## src/rtl/aes_sbox_if.sv

```systemverilog
// aes_sbox_if: valid/ready beat interface for the AES S-box engine
interface aes_sbox_if #(
  parameter int LANES = 4,
  parameter int TAG_W = 4
);
  logic                 in_valid;
  logic                 in_ready;
  logic                 in_inv;
  logic [8*LANES-1:0]   in_data;
  logic [TAG_W-1:0]     in_tag;
  logic                 out_valid;
  logic                 out_ready;
  logic [8*LANES-1:0]   out_data;
  logic [TAG_W-1:0]     out_tag;
  modport master (
    output in_valid, in_inv, in_data, in_tag, out_ready,
    input  in_ready, out_valid, out_data, out_tag
  );
  modport slave (
    input  in_valid, in_inv, in_data, in_tag, out_ready,
    output in_ready, out_valid, out_data, out_tag
  );
endinterface

```

## src/rtl/aes_sbox_pipe.sv

```systemverilog
// aes_sbox_pipe: pipelined multi-lane AES forward/inverse S-box with valid/ready flow control
module aes_sbox_pipe #(
  parameter int LANES  = 4,
  parameter int STAGES = 2,
  parameter int TAG_W  = 4
) (
  input logic       clk,
  input logic       rst_n,
  aes_sbox_if.slave s
);
  localparam int DW = 16 * LANES;
  if (STAGES < 1 || STAGES > 3 || LANES < 1) begin : g_bad_param
    $error("aes_sbox_pipe: STAGES must be 1..3 and LANES >= 1");
  end
  function automatic logic [7:0] f_mul(input logic [7:0] a, input logic [7:0] b);
    logic [7:0] r, x;
    r = '0;
    x = a;
    for (int i = 0; i < 8; i++) begin
      r = b[i] ? r ^ x : r;
      x = {x[6:0], 1'b0} ^ (x[7] ? 8'h1b : 8'h00);
    end
    return r;
  endfunction
  function automatic logic [7:0] f_rot(input logic [7:0] x, input int n);
    return (x << n) | (x >> (8 - n));
  endfunction
  function automatic logic [7:0] f_aff(input logic [7:0] x);
    return x ^ f_rot(x, 1) ^ f_rot(x, 2) ^ f_rot(x, 3) ^ f_rot(x, 4) ^ 8'h63;
  endfunction
  function automatic logic [7:0] f_iaff(input logic [7:0] x);
    return f_rot(x, 1) ^ f_rot(x, 3) ^ f_rot(x, 6) ^ 8'h05;
  endfunction
  function automatic logic [7:0] f_p16(input logic [7:0] a);
    logic [7:0] r;
    r = f_mul(a, a);
    r = f_mul(r, r);
    r = f_mul(r, r);
    return f_mul(r, r);
  endfunction
  function automatic logic [7:0] f_p14(input logic [7:0] b);
    logic [7:0] b2, b4, b8;
    b2 = f_mul(b, b);
    b4 = f_mul(b2, b2);
    b8 = f_mul(b4, b4);
    return f_mul(f_mul(b2, b4), b8);
  endfunction
  // a^-1 = a^16 * (a^17)^-1, where the norm a^17 lives in the GF(2^4) subfield and is inverted there as n^14
  function automatic logic [15:0] f_phase(input int p, input logic inv, input logic [15:0] w);
    logic [7:0] r;
    r = f_mul(w[15:8], w[7:0]);
    return p == 0 ? {8'h00, inv ? f_iaff(w[7:0]) : w[7:0]}
         : p == 1 ? {f_p16(w[7:0]), f_mul(f_p16(w[7:0]), w[7:0])}
         : p == 2 ? {w[15:8], f_p14(w[7:0])}
         : {8'h00, inv ? r : f_aff(r)};
  endfunction
  function automatic logic [DW-1:0] f_run(input logic inv, input logic [DW-1:0] d, input int lo, input int hi);
    logic [DW-1:0] r;
    logic [15:0]   w;
    r = '0;
    for (int l = 0; l < LANES; l++) begin
      w = d[16*l +: 16];
      for (int p = 0; p < 4; p++) w = (p >= lo && p <= hi) ? f_phase(p, inv, w) : w;
      r[16*l +: 16] = w;
    end
    return r;
  endfunction
  function automatic int f_lo(input int i);
    return i == 0 ? 0 : STAGES == 2 ? 2 : i == 1 ? 1 : 3;
  endfunction
  function automatic int f_hi(input int i);
    return i == STAGES - 1 ? 3 : STAGES == 2 ? 1 : i == 0 ? 0 : 2;
  endfunction
  function automatic logic [DW-1:0] f_in(input logic [8*LANES-1:0] d);
    logic [DW-1:0] r;
    r = '0;
    for (int l = 0; l < LANES; l++) r[16*l +: 16] = {8'h00, d[8*l +: 8]};
    return r;
  endfunction
  function automatic logic [8*LANES-1:0] f_out(input logic [DW-1:0] d);
    logic [8*LANES-1:0] r;
    r = '0;
    for (int l = 0; l < LANES; l++) r[8*l +: 8] = d[16*l +: 8];
    return r;
  endfunction
  logic [STAGES-1:0] r_v, r_inv;
  logic [DW-1:0]     r_d   [STAGES];
  logic [TAG_W-1:0]  r_tag [STAGES];
  logic [STAGES-1:0] w_en, w_sv, w_si;
  logic [DW-1:0]     w_sd  [STAGES];
  logic [TAG_W-1:0]  w_st  [STAGES];
  // slot i may load when it or any slot downstream of it is empty, or the consumer takes the output
  always_comb begin
    w_en = '0;
    w_sv = '0;
    w_si = '0;
    w_sd = '{default: '0};
    w_st = '{default: '0};
    w_sv[0] = s.in_valid;
    w_si[0] = s.in_inv;
    w_sd[0] = f_in(s.in_data);
    w_st[0] = s.in_tag;
    for (int i = 0; i < STAGES; i++) w_en[i] = s.out_ready | ~&(r_v | STAGES'((1 << i) - 1));
    for (int i = 1; i < STAGES; i++) begin
      w_sv[i] = r_v[i-1];
      w_si[i] = r_inv[i-1];
      w_sd[i] = r_d[i-1];
      w_st[i] = r_tag[i-1];
    end
  end
  // each slot captures its upstream beat, running the datapath phases assigned to that cut
  always_ff @(posedge clk or negedge rst_n)
    if (!rst_n) begin
      r_v   <= '0;
      r_inv <= '0;
      r_d   <= '{default: '0};
      r_tag <= '{default: '0};
    end else
      for (int i = 0; i < STAGES; i++) begin
        r_v[i]   <= w_en[i] ? w_sv[i] : r_v[i];
        r_inv[i] <= w_en[i] ? w_si[i] : r_inv[i];
        r_d[i]   <= w_en[i] ? f_run(w_si[i], w_sd[i], f_lo(i), f_hi(i)) : r_d[i];
        r_tag[i] <= w_en[i] ? w_st[i] : r_tag[i];
      end
  assign s.in_ready  = w_en[0];
  assign s.out_valid = r_v[STAGES-1];
  assign s.out_data  = f_out(r_d[STAGES-1]);
  assign s.out_tag   = r_tag[STAGES-1];
endmodule

```

## src/flat_wrapper.sv

```systemverilog
// flat-port wrapper written by rule: the top's interface ports become plain ports
module aes_sbox_pipe_flat 
#(
  parameter int LANES  = 4,
  parameter int STAGES = 2,
  parameter int TAG_W  = 4
)
  (clk, rst_n, s_in_valid, s_in_inv, s_in_data, s_in_tag, s_out_ready, s_in_ready, s_out_valid, s_out_data, s_out_tag);
  aes_sbox_if #(.LANES(LANES), .TAG_W(TAG_W)) s_i ();
  input logic clk;
  input logic rst_n;
  input wire logic [$bits(s_i.in_valid)-1:0] s_in_valid;
  input wire logic [$bits(s_i.in_inv)-1:0] s_in_inv;
  input wire logic [$bits(s_i.in_data)-1:0] s_in_data;
  input wire logic [$bits(s_i.in_tag)-1:0] s_in_tag;
  input wire logic [$bits(s_i.out_ready)-1:0] s_out_ready;
  output wire logic [$bits(s_i.in_ready)-1:0] s_in_ready;
  output wire logic [$bits(s_i.out_valid)-1:0] s_out_valid;
  output wire logic [$bits(s_i.out_data)-1:0] s_out_data;
  output wire logic [$bits(s_i.out_tag)-1:0] s_out_tag;
  assign s_i.in_valid = s_in_valid;
  assign s_i.in_inv = s_in_inv;
  assign s_i.in_data = s_in_data;
  assign s_i.in_tag = s_in_tag;
  assign s_i.out_ready = s_out_ready;
  assign s_in_ready = s_i.in_ready;
  assign s_out_valid = s_i.out_valid;
  assign s_out_data = s_i.out_data;
  assign s_out_tag = s_i.out_tag;
  aes_sbox_pipe #(.LANES(LANES), .STAGES(STAGES), .TAG_W(TAG_W)) u_core (.clk(clk), .rst_n(rst_n), .s(s_i));
endmodule
```

## config.mk

```make
export PLATFORM = sky130hd
export DESIGN_NAME = aes_sbox_pipe_flat
export DESIGN_NICKNAME = d
export VERILOG_FILES = /design/src/rtl/aes_sbox_if.sv /design/src/rtl/aes_sbox_pipe.sv /design/src/flat_wrapper.sv
export SDC_FILE = /design/constraint.sdc
export NUM_CORES = 2
export LEC_CHECK = 0
export ABC_AREA = 0
export CELL_PAD_IN_SITES_DETAIL_PLACEMENT = 1
export CELL_PAD_IN_SITES_GLOBAL_PLACEMENT = 2
export CORE_ASPECT_RATIO = 1.2
export CORE_MARGIN = 1.5
export CORE_UTILIZATION = 42
export DETAILED_ROUTE_END_ITERATION = 16
export GPL_TIMING_DRIVEN = 0
export PLACE_DENSITY_LB_ADDON = 0.3
export SLEW_MARGIN = 5
export SYNTH_ARGS = -nofsm -noshare
export SYNTH_HDL_FRONTEND = slang
export SYNTH_SLANG_ARGS = --single-unit
```

## constraint.sdc

```tcl
create_clock -name clk -period 14 [get_ports clk]
set_clock_uncertainty 0.2 [all_clocks]
set_input_delay 3.5 -clock clk [delete_from_list [all_inputs] [get_ports clk]]
set_output_delay 3.5 -clock clk [all_outputs]
set_load 0.02 [all_outputs]
```

==> reports/qor.yml <==
die_w_um: 302
crit_top_cell: "xnor2_1"
diodes: 0
insertion_delay_ns: 0.41
critPathCaptureType: "flip-flop"
ant_nets: 0
worst-slew-pin-transition_ns: 1.27
cp-start-kind: "input pin"
violations: "DRC"
crit_fanout: 10
grt_use_met1_pct: 37.0
hold_path.class: "flip-flop to flip-flop"
synth-edff-count: 0
ys.flop_type: "dfrtp_1"
wirelength_um: 157000
drv_slew: 0
vias: 43400
clk_path_buf_depth: 2
ys_warn_count: 0
antenna_found_initial: 1
avgSynthCellArea_sq_um: 7.32
grt_pass1_vias: 43900
fmax_mhz: 74.6
pin_count: 79
row_count: 131
grtUsageMet2_pct: 49.2
synth_nets: 6230
multiInputGateArea_sq_um: 40300
synthArstFlopShare_pct: 100
relSlewSlack_pct: 14.8
grt_pass1_wl_um: 249000
worstHoldStart: "u_core.r_v[0]$_DFFE_PN0P_"
netlist_area_sq_um: 45100
startpoint: "s_in_inv"
path_class: "input pin to flip-flop"
die_h_um: 362
routed_via_density: 5.68
cts_tree: "yes"
synth_seq_area_share_pct: 5.94
syn_inst: 6161
cts_root_buf: "clkbuf_16"
crit_slowest_cell: "xnor2_1"
fin_crit_sh_pct: 95.8
grt_max_degree: 85
start_util_pct: 42.4
utilization_pct: 45.3
gp_congestion: 0.907
setup_violations: 0
ys_types: 107
grt_usage_pct: 28.0
slowest_delay_ns: 0.52
path_clk_slew_ns: 0.08
dp.final_hpwl_um: 123000
fillCellCount: 13500
overflow: 0
worstPathRequired_ns: 14.05
cap_violations: 0
die-area_sq_um: 109000
top_usage_layer: "met2"
drive_above_1_share_pct: 5.80
fin_crit_ns: 13.41
port-buffer-count: 52
cts_sinks: 107
finalHoldViolCount: 0
syn_to_final_growth_pct: 6.82
first_pass_iters: 11
cp.arrival_ns: 13.46
synth_seq_cells: 107
ff_latch_area_sq_um: 2680
cts_buffers: 9
outcome: "finished with violations"
nNetsFinal: 6303
wl_per_cell_um: 20.6
use_met3_pct: 1.50
cts_max_level: 3
coreArea_sq_um: 106000
rr_startpoint: "u_core.r_d[112]$_DFFE_PN0P_"
drc: 9
drt_iter0_drc: 2492
-- synthesized netlist by cell type, drive strengths merged, types with 31 or more instances --
cell    number  area, sq um
xnor2     1401        12600
nor2       800         3020
nand2      678         2550
xor2       455         4090
a21oi      354         1780
o21ai      313         1570
clkbuf     292         1100
buf        173          991
mux2i      162         1660
xnor3      148         3350
dfrtp      107         2680
nand3      107          536
inv        105          394
nor3       105          531
o22ai       90          569
nor2b       83          519
nand2b      74          463
a211oi      70          536
xor3        51         1210
a31oi       48          300
a22oi       44          349
o211ai      40          300
and2        33          206
mux2        31          353
-- layout by cell type, fill, tap and decap left out, types with 74 or more instances in the layout --
cell type,instances
a21oi_1,349
nor3_1,104
xor2_1,429
o22ai_1,89
nand2b_1,74
o21ai_0,287
inv_1,100
xnor3_1,136
dfrtp_1,107
nand3_1,107
buf_2,93
nand2_1,677
xnor2_1,1342
nor2_1,796
mux2i_1,154
clkbuf_1,287
nor2b_1,83
-- registers in the layout, summed over array words and instances, names as in the netlist --
register,count
u_core.s.out_tag,4
u_core.r_v,2
u_core.r_d,64
u_core.s.out_data,32
u_core.r_tag,4
u_core.r_inv,1
-- cells by family after synthesis --
logic type	after synthesis	synth area share, %
DFF	107	5.94
buffers and inverters	578	5.57
AOI/OAI and AO/OA	1203	16.8
xor gates and xnor gates	2055	47.2
muxes	196	4.62
and+or+nand+nor	1992	19.1
adders and majority gates	30	0.821
-- metal layers --
layer / vias up / part of all wire, %
met5: - / 0.011
met4: 2 / 2.1
met3: 175 / 3.2
met2: 854 / 49
met1: 21500 / 46
li1: 20800 / -
-- worst max-delay path, delay by kind of cell --
| kind | cells | cell delay [ns] |
|---|---|---|
| adders and majority gates | 2 | 0.73 |
| muxes | 1 | 0.38 |
| buffers and inverters | 10 | 2.63 |
| and+or+nand+nor | 4 | 0.75 |
| AOI/OAI and AO/OA | 6 | 0.92 |
| xor gates and xnor gates | 15 | 4.52 |
-- metrics by stage --
| step | instance area (sq um) | setup slack, ns | cells | hold WS (ns) | setup TNS (ns) |
|---|---|---|---|---|---|
| 6_report | 48200 | 0.592 | 7634 | 0.258 | 0 |
| 3_3_place_gp | 47400 | -1.26 | 7609 | 0.234 | -16.28 |
| 4_1_cts | 47800 | 0.0211 | 7625 | 0.264 | 0 |
| 2_1_floorplan | 45100 | 1.60 | 6161 | 0.225 | 0 |
| 3_5_place_dp | 47400 | -1.57 | 7610 | 0.246 | -20.02 |
| 5_1_grt | 48200 | -0.0773 | 7634 | 0.289 | -0.130 |
-- cell type report --
| cell class | count | share of cell area [%] |
|---|---|---|
| buffer | 463 | 4.33 |
| clock buffer | 9 | 0.468 |
| clock inverter | 6 | 0.153 |
| inverter | 113 | 0.881 |
| multi-input combinational | 5476 | 83.6 |
| sequential | 107 | 5.56 |
| tap | 1396 | 3.63 |
| timing repair buffer | 64 | 1.34 |
-- timing repair --
action,in CTS,in global routing
buffers inserted,0,11
hold buffers,0,0
pin swaps,0,4
gates resized for setup,18,35
endpoints found under the setup margin,23,32
-- final timing paths --
path                                                     end  slack, ns  cells past startpoint
setup reg to reg           u_core.s.out_data[26]$_DFFE_PN0P_       1.06                     37
max in group asynchronous         u_core.r_d[81]$_DFFE_PN0P_      10.09                      2
min in group asynchronous        u_core.r_d[115]$_DFFE_PN0P_       2.74                      1
hold / removal                     u_core.r_v[1]$_DFFE_PN0P_       0.26                      1
setup / recovery                  u_core.r_d[65]$_DFFE_PN0P_       0.59                     38
hold reg to reg                    u_core.r_v[1]$_DFFE_PN0P_       0.26                      1
Power is left out: the tool's default activity adds up to more than one toggle a clock period on the data nets, which glitch-free logic cannot reach.
